### src/rtl/mdu_unit.sv
// Multi-cycle multiply/divide unit feeding the HI/LO write ports.
// Define MDU_MADD_EN to turn ops 1xx into MADD/MSUB accumulates; otherwise they act as MULT/MULTU.
module mdu_unit #(
    parameter int DIV_ITERS = 32
) (
    input  logic        clk,
    input  logic        resetn,
    input  logic        start_valid,
    output logic        start_ready,
    input  logic [2:0]  op,
    input  logic [31:0] src1,
    input  logic [31:0] src2,
    input  logic [31:0] hi_in,
    input  logic [31:0] lo_in,
    input  logic        cancel,
    output logic        busy,
    output logic        we_hi,
    output logic        we_lo,
    output logic [31:0] wdata_hi,
    output logic [31:0] wdata_lo
);

    localparam int CW = $clog2(DIV_ITERS);

    typedef enum logic [1:0] {IDLE, MUL, DIV, DONE} state_t;

    state_t state, state_next;

    logic          accept;
    logic          is_div_op;
    logic          sgn_q;
    logic [31:0]   a_q, b_q;
    logic [31:0]   quo_q, rem_q, dvsr_q;
    logic [CW-1:0] cnt_q;
    logic          last_iter;
    logic [31:0]   mag1, mag2;

    logic [63:0]   a_ext, b_ext, product, mul_result;
    logic [32:0]   shifted, diff;
    logic          fits;
    logic [31:0]   quo_step, rem_step, quo_fix, rem_fix;

`ifdef MDU_MADD_EN
    logic          acc_q, sub_q;
    logic [31:0]   acc_hi_q, acc_lo_q;
`else
    logic          unused_acc;
    assign unused_acc = ^{hi_in, lo_in};
`endif

    assign accept      = start_valid & start_ready & ~cancel;
    assign is_div_op   = (op[2:1] == 2'b01);
    assign last_iter   = (cnt_q == CW'(DIV_ITERS - 1));
    assign start_ready = (state == IDLE);
    assign busy        = (state != IDLE);
    // A flush landing in DONE must still kill the write, so the pulse is gated by cancel.
    assign we_hi       = (state == DONE) & ~cancel;
    assign we_lo       = (state == DONE) & ~cancel;

    always_ff @(posedge clk or negedge resetn) begin
        if (!resetn) state <= IDLE;
        else         state <= state_next;
    end

    always_comb begin
        state_next = state;
        case (state)
            IDLE:    if (accept) state_next = is_div_op ? DIV : MUL;
            MUL:     state_next = DONE;
            DIV:     if (last_iter) state_next = DONE;
            DONE:    state_next = IDLE;
            default: state_next = IDLE;
        endcase
        if (cancel) state_next = IDLE;
    end

    always_comb begin
        mag1    = (~op[0] & src1[31]) ? -src1 : src1;
        mag2    = (~op[0] & src2[31]) ? -src2 : src2;
        a_ext   = sgn_q ? {{32{a_q[31]}}, a_q} : {32'b0, a_q};
        b_ext   = sgn_q ? {{32{b_q[31]}}, b_q} : {32'b0, b_q};
        product = a_ext * b_ext;
`ifdef MDU_MADD_EN
        if (acc_q) mul_result = sub_q ? ({acc_hi_q, acc_lo_q} - product)
                                      : ({acc_hi_q, acc_lo_q} + product);
        else       mul_result = product;
`else
        mul_result = product;
`endif
        // Restoring step: shift the next dividend bit into the partial remainder and try to subtract.
        shifted  = {rem_q, quo_q[31]};
        fits     = (shifted >= {1'b0, dvsr_q});
        diff     = shifted - {1'b0, dvsr_q};
        rem_step = fits ? diff[31:0] : shifted[31:0];
        quo_step = {quo_q[30:0], fits};
        quo_fix  = (sgn_q & (a_q[31] ^ b_q[31])) ? -quo_step : quo_step;
        rem_fix  = (sgn_q & a_q[31]) ? -rem_step : rem_step;
    end

    always_ff @(posedge clk or negedge resetn) begin
        if (!resetn) begin
            sgn_q    <= 1'b0;
            a_q      <= '0;
            b_q      <= '0;
            quo_q    <= '0;
            rem_q    <= '0;
            dvsr_q   <= '0;
            cnt_q    <= '0;
            wdata_hi <= '0;
            wdata_lo <= '0;
`ifdef MDU_MADD_EN
            acc_q    <= 1'b0;
            sub_q    <= 1'b0;
            acc_hi_q <= '0;
            acc_lo_q <= '0;
`endif
        end else if (accept) begin
            sgn_q    <= ~op[0];
            a_q      <= src1;
            b_q      <= src2;
            quo_q    <= mag1;
            rem_q    <= '0;
            dvsr_q   <= mag2;
            cnt_q    <= '0;
`ifdef MDU_MADD_EN
            acc_q    <= op[2];
            sub_q    <= op[1];
            acc_hi_q <= hi_in;
            acc_lo_q <= lo_in;
`endif
        end else if (!cancel) begin
            if (state == MUL) begin
                wdata_hi <= mul_result[63:32];
                wdata_lo <= mul_result[31:0];
            end
            if (state == DIV) begin
                quo_q <= quo_step;
                rem_q <= rem_step;
                cnt_q <= cnt_q + CW'(1);
                if (last_iter) begin
                    if (b_q == 32'b0) begin
                        wdata_hi <= a_q;
                        wdata_lo <= 32'hFFFF_FFFF;
                    end else begin
                        wdata_hi <= rem_fix;
                        wdata_lo <= quo_fix;
                    end
                end
            end
        end
    end

endmodule

### config.mk
export PLATFORM = sky130hd
export DESIGN_NAME = mdu_unit
export DESIGN_NICKNAME = d
export VERILOG_FILES = /design/src/rtl/mdu_unit.sv
export SDC_FILE = /design/constraint.sdc
export NUM_CORES = 2
export LEC_CHECK = 0
export ABC_AREA = 0
export BUFFER_PORTS_ARGS = -buffer_cell sky130_fd_sc_hd__buf_2
export CAP_MARGIN = 20
export CORE_MARGIN = 2
export CORE_UTILIZATION = 35
export DETAILED_ROUTE_END_ITERATION = 8
export HOLD_SLACK_MARGIN = 0.12
export PLACE_DENSITY = 0.53
export REMOVE_ABC_BUFFERS = 1
export SETUP_SLACK_MARGIN = 0.1
export SLEW_MARGIN = 20
export SYNTH_ARGS = -nofsm -noshare
export SYNTH_HDL_FRONTEND = slang
export SYNTH_SLANG_ARGS = --single-unit
### constraint.sdc
create_clock -name clk -period 26.9 [get_ports clk]
set_input_delay 1.345 -clock clk [delete_from_list [all_inputs] [get_ports clk]]
set_output_delay 1.345 -clock clk [all_outputs]
set_load 0.02 [all_outputs]
==> Implementation_results.wiki <==
{| class="wikitable"
! Metric !! Value
|-
| Post-route antenna net violation count || 0
|-
| Via density || 5.02
|-
| Startpoint type of the worst setup path || flop
|-
| Portion of synthesized cell area occupied by the leading cell type || 0.456
|-
| Final Routed Wirelength || 196,000 microns
|-
| Number of nets at the end of the flow || 8,693
|-
| Hold Path Depth || 2
|-
| Wire length of the first global-routing pass || 308,000 microns
|-
| Number of sinks driven by the clock tree || 231
|-
| Total GRT Usage || 0.223
|-
| Destination of the worst hold path || b_q[19]$_DFFE_PN0P_
|-
| Number of global-route vias before repair || 49.8k
|-
| Worst r2r dst || wdata_hi[25]$_DFFE_PN0P_
|-
| Crit path max-delay cell type || fa_1
|-
| Number of primary I/O pins || 203
|-
| Launch instance of the worst min-delay path || b_q[19]$_DFFE_PN0P_
|-
| Average cell area after synthesis || 9.08 sq um
|-
| Final-report hold violation count || 0
|-
| Headroom to the max-slew limit || 0.355
|-
| Final routed wire length divided by cell count || 21.4 microns
|-
| Total number of H-tree levels || 1
|-
| Initial antenna violation count || 14
|-
| Required time worst endpoint || 27.36 ns
|-
| Most area-hungry cell type in the Yosys netlist || fa_1
|-
| Async S/R FF share, synth || 1.00
|-
| Count of vias placed by the detailed router || 46.0k
|-
| Crit Path Category || flop to flop
|-
| Min Tclk post-route || 10.96 ns
|-
| Data arrival time at the worst-slack endpoint || 11.43 ns
|-
| Pin count of the biggest net entering global routing || 108
|-
| Placement Rows || 154
|-
| Core Area || 177,000 sq um
|-
| Internal reg-to-reg setup slack || 15.94 ns
|-
| Count of endpoints failing setup in the final report || 0
|-
| Num CTS Buffers || 25
|-
| Cells taking the most area after synthesis || fa_1 (46%), inv_1 (9.6%), dfrtp_1 (9.3%)
|-
| Netlist area before placement || 62,400 sq um
|-
| Number of I/O port buffers || 138
|-
| Number of enable flip-flop cells after synthesis || 0
|-
| Effective utilization at floorplan || 0.353
|-
| Share of post-route cells with drive strength above 1 || 0.0470
|-
| Detailed placer's ending HPWL || 157,000 microns
|-
| Tightest Pin Transition || 0.968 ns
|-
| Crit path largest cell delay || 0.91 ns
|-
| Status || completed
|-
| Top_reg_cell synth || dfrtp_1
|-
| Largest buffer count on any clock path || 3
|-
| Grt ovf || 0
|-
| Post-route DRC || 0
|-
| Distinct cell type count of the synthesized netlist || 90
|-
| Resized Gates After CTS || 0
|-
| Hold buffers post-CTS || 0
|-
| Final period util || 0.408
|-
| Largest fanout of any net on the critical path || 44
|-
| Unrepaired setup endpoints after global routing || no
|-
| Critical path's most frequent cell || fa_1
|-
| Max_cap viols || 0
|-
| Cell at the root of the clock tree || clkbuf_16
|-
| Source of the critical timing path || a_q[31]$_DFFE_PN0P_
|-
| Clock transition at the registers of the reported paths || 0.07 ns
|-
| Element type at the critical path end || flop
|-
| Sequential fraction of the synthesis area || 0.0927
|-
| Dominant cell by count in the synthesized netlist || inv_1
|-
| Number of design-rule violations left by the first detailed-router iteration || 3,070
|-
| R2R cell count || 29
|-
| Final core utilization || 0.375
|-
| Final sum of negative setup slack || 0 ns
|-
| Total iterations of the first detailed-routing run || 6
|-
| Relative area change from synthesis to final layout || 6.37%
|-
| Width of the die || 426 microns
|-
| Leading cell types by count after synthesis || inv_1 (1,592), fa_1 (1,420), nand2_1 (866)
|-
| Die Ht || 426 microns
|-
| Post-CTS Setup Repair Bufs || 0
|-
| Skew-Pair Late Insertion Delay || 0.58 ns
|-
| Setup skew after layout || 0.0234 ns
|-
| Critical register-to-register path startpoint || a_q[31]$_DFFE_PN0P_
|-
| Minimum hold slack || 0.478 ns
|-
| Cells after synthesis || 6,872
|-
| Upper clock frequency limit || 91.2 MHz
|-
| Class of the tightest hold or removal check || flop to flop
|-
| Routability Congestion || 0.894
|-
| Clock tree from TritonCTS || yes
|-
| Area of the die || 182,000 sq um
|-
| YS warnings || 0
|-
| Yosys reg bits || 231
|-
| Final-report max-slew violation count || 0
|}
==> cell usage in the layout (no fill, tap or decap), types with 29 or more instances in the layout <==
master,count
buf_4,101
nor2_1,186
o21ai_0,200
ha_1,351
mux2i_1,39
a31oi_1,29
buf_2,137
and3_1,38
nand2_1,865
fa_1,1420
xnor2_1,155
and2_1,578
xor2_1,98
nor3_1,55
dfrtp_1,231
a21oi_1,197
inv_1,1592
nand3_1,45
a21o_1,53
o22ai_1,57
==> worst max-delay path: cells and delay by family (launching register included) <==
family / cells / cell delay (ns)
adder cells (fa/ha/maj): 11 / 6.11
AO/OA/AOI/OAI: 7 / 1.88
buffers and inverters: 7 / 1.64
AND/OR/NAND/NOR: 3 / 0.70
flip-flops: 1 / 0.32
XOR/XNOR: 1 / 0.16
==> layer usage <==
metal	track usage	share of wire	routed length (microns)	vias up
met1	0.300	0.42	83200	24110
met2	0.381	0.49	96400	1280
li1	-	-	-	20336
met5	0	0	0	-
met4	0.0698	0.038	7530	0
met3	0.0177	0.046	9050	253
==> registers in the layout, indices dropped and copies added, names as in the netlist <==
name and flops:
a_q 32, b_q 32, quo_q 32, rem_q 32, wdata_hi 32, wdata_lo 32
dvsr_q 31, cnt_q 5, state 2, sgn_q 1
==> kinds of logic after synthesis <==
family,after synthesis,synth area share
adders and majority gates,1774,0.527
DFF,231,0.0927
buffers and inverters,1944,0.118
muxes,40,0.00644
xor gates and xnor gates,253,0.0355
AOI/OAI and AO/OA,727,0.0731
and+or+nand+nor,1903,0.148
==> stage by stage <==
stage	instance area (sq um)	instances	worst slack, ns
final	66300	9154	15.94
after global routing	66300	9152	15.53
after global placement	65500	9100	16.13
after detailed placement	65500	9100	16.09
after floorplan	61000	6521	17.22
after CTS	66300	9145	16.07
==> final cells by class <==
cell class	count	area, sq um
inverters	1593	5980
repair buffers	239	1460
diodes	9	22.5
multi-input cells	4697	49300
flip-flops and latches	231	5780
clock inverters	14	190
well taps	2340	2930
clock buffers	31	668
fillers	18049	110000
==> how the worst max path moves through the flow <==
stage,endpoint,cells after the start
2_1_floorplan,wdata_hi[25]$_DFFE_PN0P_,27
3_3_place_gp,wdata_hi[31]$_DFFE_PN0P_,26
3_5_place_dp,wdata_hi[25]$_DFFE_PN0P_,29
4_1_cts,wdata_hi[31]$_DFFE_PN0P_,26
5_1_grt,wdata_hi[25]$_DFFE_PN0P_,29
6_report,wdata_hi[25]$_DFFE_PN0P_,29
Power is left out: the tool's default activity adds up to more than one toggle a clock period on the data nets, which glitch-free logic cannot reach.
